## src/rtl/sram_1rw_ctrl.sv

```systemverilog
`default_nettype none
// ============================================================================
// Module   : sram_1rw_ctrl
// Brief    : Arbitrates read/write request streams onto a 1RW SRAM port, runs
//            an optional post-reset init sweep, returns reads via a 3-deep FIFO.
// Revision : 1.0
// ============================================================================
module sram_1rw_ctrl #(
    parameter int                ADDR_W        = 7,
    parameter int                DATA_W        = 8,
    parameter int                DEPTH         = 128,
    parameter bit                INIT_EN       = 1'b1,
    parameter logic [DATA_W-1:0] INIT_VAL      = '0,
    parameter int                MAX_WR_STREAK = 4
) (
    input  logic              clock,
    input  logic              reset,
    input  logic              wr_req_valid,
    output logic              wr_req_ready,
    input  logic [ADDR_W-1:0] wr_req_addr,
    input  logic [DATA_W-1:0] wr_req_data,
    input  logic [DATA_W-1:0] wr_req_mask,
    input  logic              rd_req_valid,
    output logic              rd_req_ready,
    input  logic [ADDR_W-1:0] rd_req_addr,
    output logic              rd_resp_valid,
    input  logic              rd_resp_ready,
    output logic [DATA_W-1:0] rd_resp_data,
    output logic              init_done,
    output logic              RW0_en,
    output logic              RW0_wmode,
    output logic [ADDR_W-1:0] RW0_addr,
    output logic [DATA_W-1:0] RW0_wmask,
    output logic [DATA_W-1:0] RW0_wdata,
    input  logic [DATA_W-1:0] RW0_rdata
);
    localparam int                  c_streak_w   = $clog2(MAX_WR_STREAK + 1);
    localparam logic [c_streak_w-1:0] c_streak_max = c_streak_w'(MAX_WR_STREAK);
    localparam logic [ADDR_W-1:0]   c_last_addr  = ADDR_W'(DEPTH - 1);

    typedef enum logic [0:0] {
        ST_INIT = 1'b0,
        ST_RUN  = 1'b1
    } state_t;

    state_t                  r_state;
    state_t                  w_state_nxt;
    logic [ADDR_W-1:0]       r_init_addr;
    logic [c_streak_w-1:0]   r_streak;
    logic                    r_inflight;
    logic [1:0]              r_occ;
    logic [1:0]              r_head;
    logic [1:0]              r_tail;
    logic [DATA_W-1:0]       r_fifo [0:2];

    logic w_init;
    logic w_run;
    logic w_rd_elig;
    logic w_rd_grant;
    logic w_wr_grant;
    logic w_push;
    logic w_pop;

    function automatic logic [1:0] f_ptr_inc(input logic [1:0] p);
        return (p == 2'd2) ? 2'd0 : p + 2'd1;
    endfunction

    // Reset gates every output so the port is quiet while reset is held.
    assign w_init = (r_state == ST_INIT) && !reset;
    assign w_run  = (r_state == ST_RUN) && !reset;

    // Eligibility counts the read already on its way from the SRAM.
    assign w_rd_elig  = w_run && (({1'b0, r_occ} + {2'b00, r_inflight}) < 3'd3);
    assign w_rd_grant = w_rd_elig && rd_req_valid && (!wr_req_valid || (r_streak == c_streak_max));
    assign w_wr_grant = w_run && wr_req_valid && !w_rd_grant;

    assign wr_req_ready = w_run && !w_rd_grant;
    assign rd_req_ready = w_rd_elig && !w_wr_grant;
    assign init_done    = w_run;

    assign w_push        = r_inflight;
    assign rd_resp_valid = (r_occ != 2'd0) && !reset;
    assign rd_resp_data  = rd_resp_valid ? r_fifo[r_head] : '0;
    assign w_pop         = rd_resp_valid && rd_resp_ready;

    always_comb begin
        w_state_nxt = r_state;
        if ((r_state == ST_INIT) && (r_init_addr == c_last_addr)) begin
            w_state_nxt = ST_RUN;
        end
    end

    always_comb begin
        RW0_en    = 1'b0;
        RW0_wmode = 1'b0;
        RW0_addr  = '0;
        RW0_wmask = '0;
        RW0_wdata = '0;
        if (w_init) begin
            RW0_en    = 1'b1;
            RW0_wmode = 1'b1;
            RW0_addr  = r_init_addr;
            RW0_wmask = '1;
            RW0_wdata = INIT_VAL;
        end else if (w_wr_grant) begin
            RW0_en    = 1'b1;
            RW0_wmode = 1'b1;
            RW0_addr  = wr_req_addr;
            RW0_wmask = wr_req_mask;
            RW0_wdata = wr_req_data;
        end else if (w_rd_grant) begin
            RW0_en    = 1'b1;
            RW0_addr  = rd_req_addr;
        end
    end

    always_ff @(posedge clock) begin
        if (reset) begin
            r_state     <= INIT_EN ? ST_INIT : ST_RUN;
            r_init_addr <= '0;
            r_streak    <= '0;
            r_inflight  <= 1'b0;
            r_occ       <= 2'd0;
            r_head      <= 2'd0;
            r_tail      <= 2'd0;
        end else begin
            r_state    <= w_state_nxt;
            r_inflight <= w_rd_grant;
            if (r_state == ST_INIT) begin
                r_init_addr <= r_init_addr + 1'b1;
            end
            // Streak only measures how long an eligible read has been passed over.
            if (w_rd_grant || !(w_rd_elig && rd_req_valid)) begin
                r_streak <= '0;
            end else if (w_wr_grant && (r_streak != c_streak_max)) begin
                r_streak <= r_streak + 1'b1;
            end
            if (w_push) begin
                r_tail <= f_ptr_inc(r_tail);
            end
            if (w_pop) begin
                r_head <= f_ptr_inc(r_head);
            end
            case ({w_push, w_pop})
                2'b10:   r_occ <= r_occ + 2'd1;
                2'b01:   r_occ <= r_occ - 2'd1;
                default: r_occ <= r_occ;
            endcase
        end
    end

    always_ff @(posedge clock) begin
        if (w_push) begin
            r_fifo[r_tail] <= RW0_rdata;
        end
    end

endmodule
`default_nettype wire

```

## config.mk

```make
export PLATFORM = sky130hd
export DESIGN_NAME = sram_1rw_ctrl
export DESIGN_NICKNAME = d
export VERILOG_FILES = /design/src/rtl/sram_1rw_ctrl.sv
export SDC_FILE = /design/constraint.sdc
export NUM_CORES = 1
export LEC_CHECK = 0
export CAP_MARGIN = 30
export CORE_ASPECT_RATIO = 1.4
export CORE_MARGIN = 3
export CORE_UTILIZATION = 40
export DETAILED_ROUTE_END_ITERATION = 6
export PLACE_DENSITY_LB_ADDON = 0.08
export SYNTH_ARGS = -nofsm -noshare
export SYNTH_HDL_FRONTEND = slang
export SYNTH_SLANG_ARGS = --single-unit
```

## constraint.sdc

```tcl
create_clock -name clock -period 2.5 [get_ports clock]
set_input_delay 0.5 -clock clock [delete_from_list [all_inputs] [get_ports clock]]
set_output_delay 0.5 -clock clock [all_outputs]
set_load 0.02 [all_outputs]
```

### Word-level counts from Yosys, hierarchy flattened

Memories as Yosys holds them, arrays and structs flattened. A register that Yosys moved wholly into a read port is not among the register bits.
Index checks and enable logic that the tools add are counted.

* register bits after elaboration: 18
* bits in writable memories: 24
* output and inout bits: 37
* memories: 1

* $add $sub $neg: 7
* order comparisons: 1
* eq/ne operators: 7
* multiplexer cells: 20
* bitwise gates (word level): 1
* reduce and logical (&&, ||, !) cells: 23

Memories
* r_fifo: words 3, bits a word 8, read ports 1, clocked after memory_dff 1, write ports 1, line 54 `logic [DATA_W-1:0] r_fifo [0:2];`

Operators with widths (count)
* 8-bit 2-to-1 mux: 5
* 7-bit 2-to-1 mux: 3
* 1-bit logical AND: 13
* 2-bit 2-to-1 mux: 4
* 7-bit by 1-bit adder with 7-bit output (second input constant): 1
* 7-bit equality test (second input constant): 1
* 1-bit 2-to-1 mux: 7
* 2-bit by 1-bit adder with 2-bit output (second input constant): 3
* 2-bit equality test (second input constant): 3
* 1-bit logical NOT: 5
* 2-bit one-hot mux with 2 select lines: 1
* 2-bit nonzero test: 2
* 2-bit by 1-bit adder with 3-bit output: 1
* 3-bit by 1-bit adder with 3-bit output (second input constant): 1
* 3-bit equality test (second input constant): 1
* 3-bit by 2-bit < comparator with 1-bit output (second input constant): 1
* 3-bit != test (second input constant): 1
* 2-bit by 1-bit equality test with 1-bit output (second input constant): 1
* 1-bit logical OR: 2
* 2-bit OR reduction: 1
* 2-bit by 1-bit subtractor with 2-bit output (second input constant): 1
* 1-bit inverter: 1

### Depth between registers and ports, before layout

Gate-level depths: netlist of the first run.

* word-level depth: 9
* mapped depth: 8

### Least setup slack after synthesis of the first run

Ideal clock, no wire load.

* kind: register to output
* from: register r_inflight
* to: output rd_req_ready
* arrival time: 1.875 ns
* setup slack: 0.125 ns
* cell stages (with the launch flop): 7
* path buffers: 1
* path through: dfxtp_1 ha_1 ha_1 a21oi_4 a41oi_4 buf_6 nor3b_1

* longest elaborated chain between the ends: 9

RTL lines
* start, declared: line 50 `logic r_inflight;`
* start signal, assigned: line 128 `r_inflight <= w_rd_grant;`
* 2-bit by 1-bit adder with 3-bit output *: line 73 `assign w_rd_elig = w_run && (({1'b0, r_occ} + {2'b00, r_inflight}) < 3'd3);`
* 3-bit by 2-bit < comparator with 1-bit output *: line 73
* 1-bit logical AND *: line 73
* 1-bit logical AND (2 in series): line 74 `assign w_rd_grant = w_rd_elig && rd_req_valid && (!wr_req_valid || (r_streak == c_streak_max));`
* 1-bit logical NOT: line 75 `assign w_wr_grant = w_run && wr_req_valid && !w_rd_grant;`
* 1-bit logical AND: line 75
* 1-bit logical NOT: line 78 `assign rd_req_ready = w_rd_elig && !w_wr_grant;`
* 1-bit logical AND *: line 78
* end, declared: line 24 `output logic rd_req_ready,`

Every way passes the cells marked *; elsewhere a longest branch is shown, timed or not.

### Worst setup path in the final report of the first run

* from: register r_inflight
* to: output RW0_addr[0]

* longest elaborated chain between the ends: 9
* elaborated cells between the ends (all ways): 10
* those cells by class: add/sub: 1; order compare: 1; mux: 3; reduce/logical: 5

RTL lines
* 2-bit by 1-bit adder with 3-bit output *: line 73
* 3-bit by 2-bit < comparator with 1-bit output *: line 73
* 1-bit logical AND *: line 73
* 1-bit logical AND * (2 in series): line 74
* 1-bit logical NOT: line 75
* 1-bit logical AND: line 75
* 7-bit 2-to-1 mux *: line 105 `end else if (w_wr_grant) begin`
* 7-bit 2-to-1 mux *: line 99 `if (w_init) begin`
* end, declared: line 32 `output logic [ADDR_W-1:0] RW0_addr,`

Marked as above.

==> results of run 1 <==
==> registers in the layout, summed over array words and instances, names as in the netlist, named ones only <==
name         cells
r_fifo          24
r_init_addr      7
r_streak         3
r_head           2
r_occ            2
r_tail           2
r_inflight       1
r_state          1
==> how the worst min path moves through the flow <==
| stage | startpoint | endpoint | slack [ns] | depth (start not counted) |
|---|---|---|---|---|
| after floorplan | r_streak[0] | r_streak[0] | 0.42 | 1 |
| after global placement | r_streak[0] | r_streak[0] | 0.43 | 1 |
| after detailed placement | r_streak[0] | r_streak[0] | 0.45 | 1 |
| after CTS | r_streak[0] | r_streak[0] | 0.46 | 1 |
| after global routing | r_streak[0] | r_streak[0] | 0.47 | 1 |
| final | r_streak[0] | r_streak[0] | 0.46 | 1 |
==> area by class of cell <==
cell class                 instances  area [um2]  area share
clock buffer                       6       72.57     0.02182
sequential                        44        1126      0.3386
clock inverter                     2       60.06     0.01806
timing repair buffer             103       974.7      0.2931
inverter                           8       30.03    0.009029
multi-input combinational        123       979.7      0.2946
tap                               66       82.58     0.02483
==> metal layers <==
metal  GRT usage  routed length [um]  vias up
li1            -                   -      859
met1      0.1802                1816      780
met2      0.2944                2488       76
met3     0.06130                 452        4
met4     0.04975                  43        0
met5           0                   0        -
==> power breakdown <==
| part | internal [uW] | switching, uW | total [uW] |
|---|---|---|---|
| clock | 399 | 222 | 621 |
| sequential | 763 | 7.11 | 770 |
| combinational | 95.8 | 51.4 | 147 |
==> repair_timing <==
item	CTS	global route
buffers inserted	5	0
pin swaps	5	15
endpoints found under the setup margin	36	26
resized for setup	146	31
gates cloned	2	0
==> cell usage in the layout (no fill, tap or decap), drive strengths merged, types with 2 or more instances in the layout <==
| master | Yosys | routed |
|---|---|---|
| mux2 | 9 | 9 |
| edfxtp | 24 | 24 |
| buf | 5 | 50 |
| ha | 6 | 6 |
| nor2b | 3 | 3 |
| nor2 | 23 | 23 |
| o21ba | 2 | 2 |
| o21ai | 2 | 2 |
| nand4b | 3 | 3 |
| and2 | 15 | 15 |
| inv | 8 | 8 |
| mux2i | 9 | 9 |
| a221o | 7 | 7 |
| or3 | 2 | 2 |
| clkdlybuf4s50 | 0 | 41 |
| a21o | 8 | 8 |
| clkdlybuf4s15 | 0 | 8 |
| clkbuf | 4 | 7 |
| a22o | 2 | 2 |
| xor2 | 4 | 4 |
| dfxtp | 20 | 20 |
| nand2 | 5 | 5 |
| xnor2 | 3 | 3 |
| dlygate4sd2 | 0 | 3 |
| a21oi | 5 | 5 |
| nor3 | 3 | 3 |
| bufinv | 0 | 2 |
==> kinds of logic after synthesis <==
| kind of cell | after synthesis | synth area share |
|---|---|---|
| XOR/XNOR | 7 | 0.02836 |
| AO/OA/AOI/OAI | 31 | 0.1267 |
| buffers and inverters | 17 | 0.04398 |
| multiplexers | 18 | 0.08854 |
| flip-flops | 44 | 0.5185 |
| AND/OR/NAND/NOR | 61 | 0.1591 |
| adder cells (fa/ha/maj) | 6 | 0.03472 |
==> per-stage QoR <==
step                 TNS, ns  hold slack, ns  worst slack [ns]  utilization
global route         -0.6700          0.4696           -0.1159       0.6399
floorplan                  0          0.4173            0.1253            -
finish              -0.07526          0.4557          -0.02339       0.6399
global placement      -11.81          0.4306           -0.3753       0.6052
CTS                   -1.003          0.4610          -0.09049       0.6382
detailed placement    -11.97          0.4466           -0.3834       0.6052
==> worst reg2reg max path, delay by kind of cell (launching register included) <==
family                     cells  cell delay, ns
AOI/OAI and AO/OA              2            0.55
buffers and inverters          2            0.22
DFF                            1            0.34
and+or+nand+nor                2            0.56
adders and majority gates      1            0.28
==> run_results.csv, run 1 <==
group,metric,value,unit
routing,wl,4801,um
synthesis,synth.top_cell.area_share,0.3333,
worst_setup_path,worst-r2r-cell-count,7,
sta,relSlewSlack,0.5093,
routing,drt_first_iter_violations,77,
synthesis,avgSynthCellArea,11.75,um2
floorplanning,die_h,92.99,um
worst_setup_path,slowest_delay,0.36,ns
floorplanning,num_io_pins,80,
sta,maxSlewViolCount,0,
sta,setup-violations-final,6,
cts,clock_latency,0.29,ns
worst_setup_path,crit_family,"compound AO/OA/AOI/OAI gates",
cells_and_area,final_cell_area,3326,um2
worst_setup_path,critPathKind,"flop to output port",
sta,fin_worst_skew,0.007440,ns
worst_setup_path,arrival,2.02,ns
grt,grt_max_degree,15,
synthesis,synth_area_leaders,"edfxtp_1, dfxtp_1, mux2_2",
worst_setup_path,cp-start-kind,"flop",
synthesis,yosys_warnings,0,
sta,min_period,2.523,ns
sta,hold_viol,0,
cts,cts-htree-levels,2,
cts,clock_path_buffers,2,
cts,tritoncts,"yes",
synthesis,ys_seq_area_frac,0.5185,
worst_setup_path,endpoint,"RW0_addr[0]",
synthesis,synth_top_cell_by_area,"edfxtp_1",
synthesis,synthMostInstantiatedCell,"edfxtp_1",
worst_setup_path,r2r_slack,0.47,ns
synthesis,ys.flop_type,"edfxtp_1",
routing,drc_errors,0,
place,io_buffers,79,
worst_setup_path,r2r_start,"r_occ[0]",
worst_setup_path,r2r-end,"r_occ[1]",
worst_setup_path,cp_num_cells,7,
place,hpwl,3584,um
cells_and_area,n_antenna_cell,0,
cells_and_area,layout-drive-gt1-share,0.2902,
worst_setup_path,worst_path_max_delay_cell,"dfxtp_4",
synthesis,netlist_instances,184,
worst_setup_path,crit_start,"r_inflight",
synthesis,synth_enable_flop_cells,24,
place,dpl_cell_area,3146,um2
grt,grt_overflow_total,0,
power,p_total,1539,uW
synthesis,yosys-top-cells-count,"edfxtp_1, nor2_1, dfxtp_1, and2_1",
power,worst_ir_drop_vdd,0.0003402,V
worst_setup_path,crit_chain,"ha_4 -> ha_4 -> a21oi_4 -> a41oi_4 -> buf_6 -> a221o_1 -> buf_6",
flow_run,cap_violations,0,
worst_setup_path,path_max_fanout,6,
power,power_leakage,0.001354,uW
cts,cts_made_buffers,5,
synthesis,ys_types,39,
routing,num_vias,1719,
worst_setup_path,end_kind,"output port",
grt,grt_pass1_vias,1783,
place,placed_cells,340,
synthesis,syn_area,2162,um2
floorplanning,coreArea,5197,um2
sta,post-route-period-util,1.009,
grt,antenna_found_initial,0,
power,power.density,462.7,nW/um2
routing,avgRoutedWirePerCell,13.64,um
floorplanning,rows,31,
cts,clock-sinks,44,
cts,cts_hold_buf,0,
synthesis,synth-seq-cells,44,
sta,worst_pin_slew,0.7334,ns
cells_and_area,synthToLayoutAreaGrowth,53.82,%
cts,clk_pin_slew,0.08,ns
min_path,min-delay-path-class,"flop to flop",
cells_and_area,finalNonFillerCells,352,
routing,drtAntennaViolNets,0,
floorplanning,die-width,68.14,um
place,gp_congestion,0.7303,
run_status,violations,"negative setup slack",
synthesis,syn-num-nets,233,
cells_and_area,nets,334,
run_status,outcome,"finished with violations",
grt,grtUsageTotal,0.1669,
floorplanning,dieArea,6336,um2
cts,ctsRootBufferMaster,"clkbuf_8",
sta,worst_slack,-0.02339,ns
cells_and_area,fill_cells,436,
sta,clock.fmax,0.3963,GHz
sta,rsz0062_at_grt,"true",
routing,viasPerCell,4.884,
floorplanning,initial_core_util,0.4160,
worst_setup_path,worstPathRequired,2.00,ns
synthesis,async_flop_share,0,
worst_setup_path,critPathBufInv,2,
grt,grt_pass1_wl,8038,um
routing,firstDrtPassIters,4,
(Power assumes the default switching activity.)
==> run 2, diff against run 1 <==
Settings changed: CORE_UTILIZATION 40 to 44, HOLD_SLACK_MARGIN set to 0.15.
==> run_results.csv, run 2 (synthesis results as in run 1) <==
group,metric,value,unit
grt,grtUsageMet2,0.3779,
cts,cts_hold_buf,0,
floorplanning,coreArea,4644,um2
sta,setup-violations-final,16,
grt,antenna_found_initial,0,
routing,wl,5072,um
place,place_ws,-0.3806,ns
sta,rsz0062_at_grt,"true",
grt,grtUsageTotal,0.1876,
cells_and_area,nets,333,
grt,busiest_layer,"met2",
worst_setup_path,arrival,2.08,ns
power,pwr-share-seq,0.529,
floorplanning,num_io_pins,80,
cts,tritoncts,"yes",
power,internal_power,1158,uW
place,gp_congestion,0.7604,
place,hpwl,3907,um
cts,clock-sinks,44,
routing,drtAntennaViolNets,0,
run_status,outcome,"finished with violations",
place,dpl_cell_area,3113,um2
cells_and_area,synthToLayoutAreaGrowth,51.85,%
grt,grt.met1_usage,0.1748,
floorplanning,die_h,88.94,um
sta,worst_slack,-0.08441,ns
place,io_buffers,79,
cells_and_area,largest_reg_flops,24,
grt,grt_max_degree,16,
grt,grt_pass1_vias,1798,
cells_and_area,layout_common_cells,"clkdlybuf4s50_1, edfxtp_1, nor2_1",
cts,cts-htree-levels,2,
worst_setup_path,worst_path_max_delay_cell,"dfxtp_2",
routing,viasPerCell,4.925,
cts,clock_latency,0.29,ns
routing,drc_errors,0,
worst_setup_path,end_kind,"output port",
floorplanning,rows,29,
worst_setup_path,cpMostUsedCell,"ha_4",
worst_setup_path,critPathKind,"flop to output port",
cells_and_area,reg_top3,"r_fifo (24), r_init_addr (7), r_streak (3)",
grt,use_met3,0.05283,
power,power.density,443.4,nW/um2
run_status,violations,"negative setup slack",
cells_and_area,final_cell_area,3283,um2
sta,maxSlewViolCount,0,
routing,num_vias,1709,
power,power_frac_comb,0.099,
sta,fin_worst_skew,0.002856,ns
sta,post-route-period-util,1.034,
cts,clk_pin_slew,0.08,ns
min_path,min-delay-path-class,"flop to flop",
power,power_leakage,0.001402,uW
floorplanning,dieArea,5803,um2
cells_and_area,top_register,"r_fifo",
routing,drt_first_iter_violations,34,
worst_setup_path,slowest_delay,0.35,ns
cells_and_area,layout-drive-gt1-share,0.2877,
cts,ctsRootBufferMaster,"clkbuf_8",
worst_setup_path,cp-start-kind,"flop",
worst_setup_path,worstPathRequired,2.00,ns
power,clock_power_share,0.372,
sta,relSlewSlack,0.4939,
worst_setup_path,path_max_fanout,4,
sta,worst_pin_slew,0.7564,ns
grt,grt_overflow_total,0,
power,worst_ir_drop_vdd,0.0002269,V
routing,avgRoutedWirePerCell,14.62,um
routing,firstDrtPassIters,4,
floorplanning,die-width,65.25,um
floorplanning,initial_core_util,0.4655,
cts,clock_path_buffers,2,
cells_and_area,final_common_cell,"clkdlybuf4s50_1",
sta,min_period,2.584,ns
cts,cts_made_buffers,5,
power,p_sw,298.3,uW
sta,hold_viol,0,
power,switching_share,0.2049,
flow_run,cap_violations,0,
sta,clock.fmax,0.3869,GHz
worst_setup_path,crit_chain,"ha_4 -> ha_4 -> a21oi_4 -> a41oi_4 -> buf_12 -> a221o_1 -> buf_6",
cells_and_area,n_antenna_cell,0,
grt,grt_pass1_wl,8293,um
[run 2: repair_timing]
action	in CTS	in global routing
cloned	1	0
endpoints found under the hold margin	0	0
setup buffers	4	1
gates resized for setup	143	19
pin swaps	11	13
setup endpoints to repair	36	27
[run 2: layout make-up]
type	instances	area, um2
fill	388	1361
sequential	44	1124
multi-input combinational	123	994.7
timing repair buffer	102	942.2
tap	62	77.57
clock buffer	5	68.82
clock inverter	3	46.29
inverter	8	30.03
[run 2: final timing paths]
check / from / endpoint / slack, ns / cells after the start
max: r_inflight / RW0_addr[6] / -0.08 / 7
min: r_streak[0] / r_streak[0] / 0.46 / 1
max reg2reg: r_occ[0] / r_occ[1] / 0.45 / 7
min reg2reg: r_streak[0] / r_streak[0] / 0.46 / 1
[run 2: power groups by stage]
stage | logic [uW] | clock network, uW | registers [uW]
floorplan | 44.6 | 0 | 787
global placement | 142 | 0 | 788
detailed placement | 144 | 0 | 788
CTS | 139 | 549 | 771
global route | 155 | 581 | 772
finish | 144 | 541 | 771
[run 2: critical path: cells and delay by family, from the launching register on]
family,cells,cell delay [ns]
AOI/OAI and AO/OA,3,0.73
adders and majority gates,2,0.39
buffers and inverters,2,0.32
DFF,1,0.35
[run 2: metal layers]
metal,vias up,part of all wire
met4,0,0.020
met1,784,0.34
met5,-,0
met2,62,0.57
met3,8,0.069
li1,855,-
[run 2: per-stage QoR]
step / hold WS (ns) / setup TNS [ns] / instances / total power [uW] / utilization
detailed placement: 0.4428 / -10.92 / 334 / 931.1 / 0.6703
finish: 0.4617 / -0.7133 / 347 / 1456 / 0.7069
global route: 0.4868 / -1.993 / 347 / 1508 / 0.7069
CTS: 0.4588 / -1.076 / 347 / 1459 / 0.7026
floorplan: 0.4173 / 0 / 184 / 831.2 / -
global placement: 0.4258 / -11.21 / 334 / 929.8 / 0.6703
==> run 3, diff against run 2 <==
Settings changed: ABC_AREA set to 1, HOLD_SLACK_MARGIN 0.15 to unset.
==> run_results.csv, run 3 <==
group,metric,value,unit
synthesis,avgSynthCellArea,8.658,um2
cts,cts_made_buffers,5,
cells_and_area,fill_cells,386,
cells_and_area,final_core_util,0.7247,
sta,worst_pin_slew,0.4279,ns
sta,relSlewSlack,0.7144,
sta,holdWs,0.4667,ns
synthesis,yosys-top-cells-count,"nand2_1, inv_1, nand3_1, nor2_1, edfxtp_1",
grt,grt_overflow_total,0,
synthesis,yosys_warnings,0,
min_path,min_path_cells,1,
flow_run,cap_violations,0,
routing,drt_first_iter_violations,39,
cells_and_area,layout_common_cells,"nand2_1, clkdlybuf4s50_1, inv_1",
sta,worst_slack,0.07165,ns
cells_and_area,reg_top3,"r_fifo (24), r_init_addr (7), r_streak (3)",
synthesis,syn-num-nets,299,
worst_setup_path,cp-start-kind,"flop",
synthesis,netlist_instances,250,
cells_and_area,top_register,"r_fifo",
worst_setup_path,critPathKind,"flop to output port",
synthesis,ys.flop_type,"edfxtp_1",
place,place_ws,-0.3516,ns
cells_and_area,layout-drive-gt1-share,0.2351,
routing,firstDrtPassIters,4,
floorplanning,dieArea,5809,um2
worst_setup_path,path_max_fanout,6,
min_path,min-delay-path-class,"flop to flop",
floorplanning,initial_core_util,0.4661,
sta,rsz0062_at_grt,"false",
synthesis,synth_top_cell_by_area,"edfxtp_1",
power,power.density,456.1,nW/um2
cells_and_area,largest_reg_flops,24,
routing,met1_length,2039,um
cells_and_area,final_common_cell,"nand2_1",
cts,ctsRootBufferMaster,"clkbuf_8",
sta,maxSlewViolCount,0,
worst_setup_path,r2r_start,"r_occ[0]",
synthesis,synth-seq-cells,44,
routing,drtAntennaViolNets,0,
grt,grt_pass1_vias,1982,
routing,top_layer_used,"met4",
grt,grt_pass1_wl,8466,um
synthesis,synth.top_cell.area_share,0.3329,
place,gp_congestion,0.8274,
sta,setup-violations-final,0,
routing,dr_wl_met2,3026,um
synthesis,syn_area,2165,um2
routing,drc_errors,0,
routing,wl_met3,337,um
sta,clock.fmax,0.4118,GHz
grt,grt_max_degree,17,
floorplanning,rows,29,
cts,cts_hold_buf,0,
grt,grtUsageTotal,0.1833,
floorplanning,num_io_pins,80,
floorplanning,die_h,88.99,um
cts,clock-sinks,44,
cts,clk_pin_slew,0.08,ns
routing,wl,5428,um
min_path,hp-start,"r_head[1]",
grt,antenna_found_initial,0,
routing,avgRoutedWirePerCell,13.08,um
routing,num_vias,2045,
sta,post-route-period-util,0.9713,
worst_setup_path,worst-r2r-cell-count,12,
cells_and_area,synthToLayoutAreaGrowth,55.49,%
sta,min_period,2.428,ns
worst_setup_path,arrival,1.93,ns
routing,viasPerCell,4.928,
synthesis,async_flop_share,0,
place,dpl_cell_area,3191,um2
worst_setup_path,end_kind,"output port",
cells_and_area,multi_input_area,968.4,um2
worst_setup_path,worstPathRequired,2.00,ns
sta,fin_worst_skew,0.01025,ns
run_status,outcome,"finished, final reports clean",
cts,clock_path_buffers,2,
floorplanning,die-width,65.28,um
sta,tns,0,ns
cts,tritoncts,"yes",
synthesis,synth_enable_flop_cells,24,
power,worst_ir_drop_vdd,0.0002592,V
cells_and_area,nets,401,
place,hpwl,4219,um
synthesis,ys_types,29,
floorplanning,coreArea,4644,um2
synthesis,ys_seq_area_frac,0.5179,
power,power_leakage,0.001446,uW
cells_and_area,regArea,1124,um2
place,io_buffers,79,
synthesis,synthMostInstantiatedCell,"nand2_1",
synthesis,synth_area_leaders,"edfxtp_1, dfxtp_1, nand2_1",
worst_setup_path,crit_start,"r_occ[0]",
cts,cts-htree-levels,2,
sta,hold_viol,0,
cells_and_area,n_antenna_cell,0,
cells_and_area,final_cell_area,3366,um2
cts,clock_latency,0.29,ns
## run 3: cells by family (layout without fill, tap and decap cells)
| logic type | after synthesis | in the layout | synth area share |
|---|---|---|---|
| fa+ha+maj | 6 | 6 | 0.03468 |
| compound gates | 35 | 35 | 0.09076 |
| xor+xnor | 3 | 3 | 0.01214 |
| flops | 44 | 44 | 0.5179 |
| buf+inv | 40 | 142 | 0.07919 |
| simple gates | 122 | 123 | 0.2653 |
## run 3: final cells by class
class / instances / share of cell area
Sequential cell: 44 / 0.3338
Clock inverter: 2 / 0.01784
Multi-Input combinational cell: 167 / 0.2877
Clock buffer: 6 / 0.02156
Tap cell: 62 / 0.02305
Inverter: 33 / 0.03792
Timing Repair Buffer: 101 / 0.2781
## run 3: critical path, cell delays in order, from the launching register on
cell and delay, ns:
dfxtp_2 0.34, ha_4 0.16, ha_4 0.23, nand2_4 0.07, nand2_4 0.06, nor2_8 0.14, nand3_4 0.12, a21boi_0 0.21
clkdlybuf4s15_2 0.30
## run 3: where the power goes
group	leakage [uW]	switching [uW]	total (uW)	internal, uW
clock	0.0000654	221	620	399
sequential	0.000378	4.18	768	764
combinational	0.00100	58.3	147	88.9
total	0.00145	283	1540	1250
## run 3: layer usage
metal / vias up / global-route usage
met5: - / 0
met1: 925 / 0.2019
met4: 0 / 0.05094
li1: 1044 / -
met2: 70 / 0.3465
met3: 6 / 0.04528
## run 3: worst paths after layout
check	to	slack [ns]
worst max register to register	r_occ[1]	0.54
worst min register to register	flop	0.47
worst min-delay path	flop	0.47
worst max-delay path	rd_req_ready	0.07
## run 3: metrics by stage
stage	cells	total power, uW
finish	415	1535
detailed placement	406	934.0
global placement	406	932.7
global route	415	1583
CTS	417	1539
floorplan	250	832.1
## run 3: what timing repair did
item,4_1_cts,5_1_grt
setup buffers,2,0
gates resized for setup,128,41
pin swaps,1,6
endpoints found under the setup margin,36,30
cloned,1,0
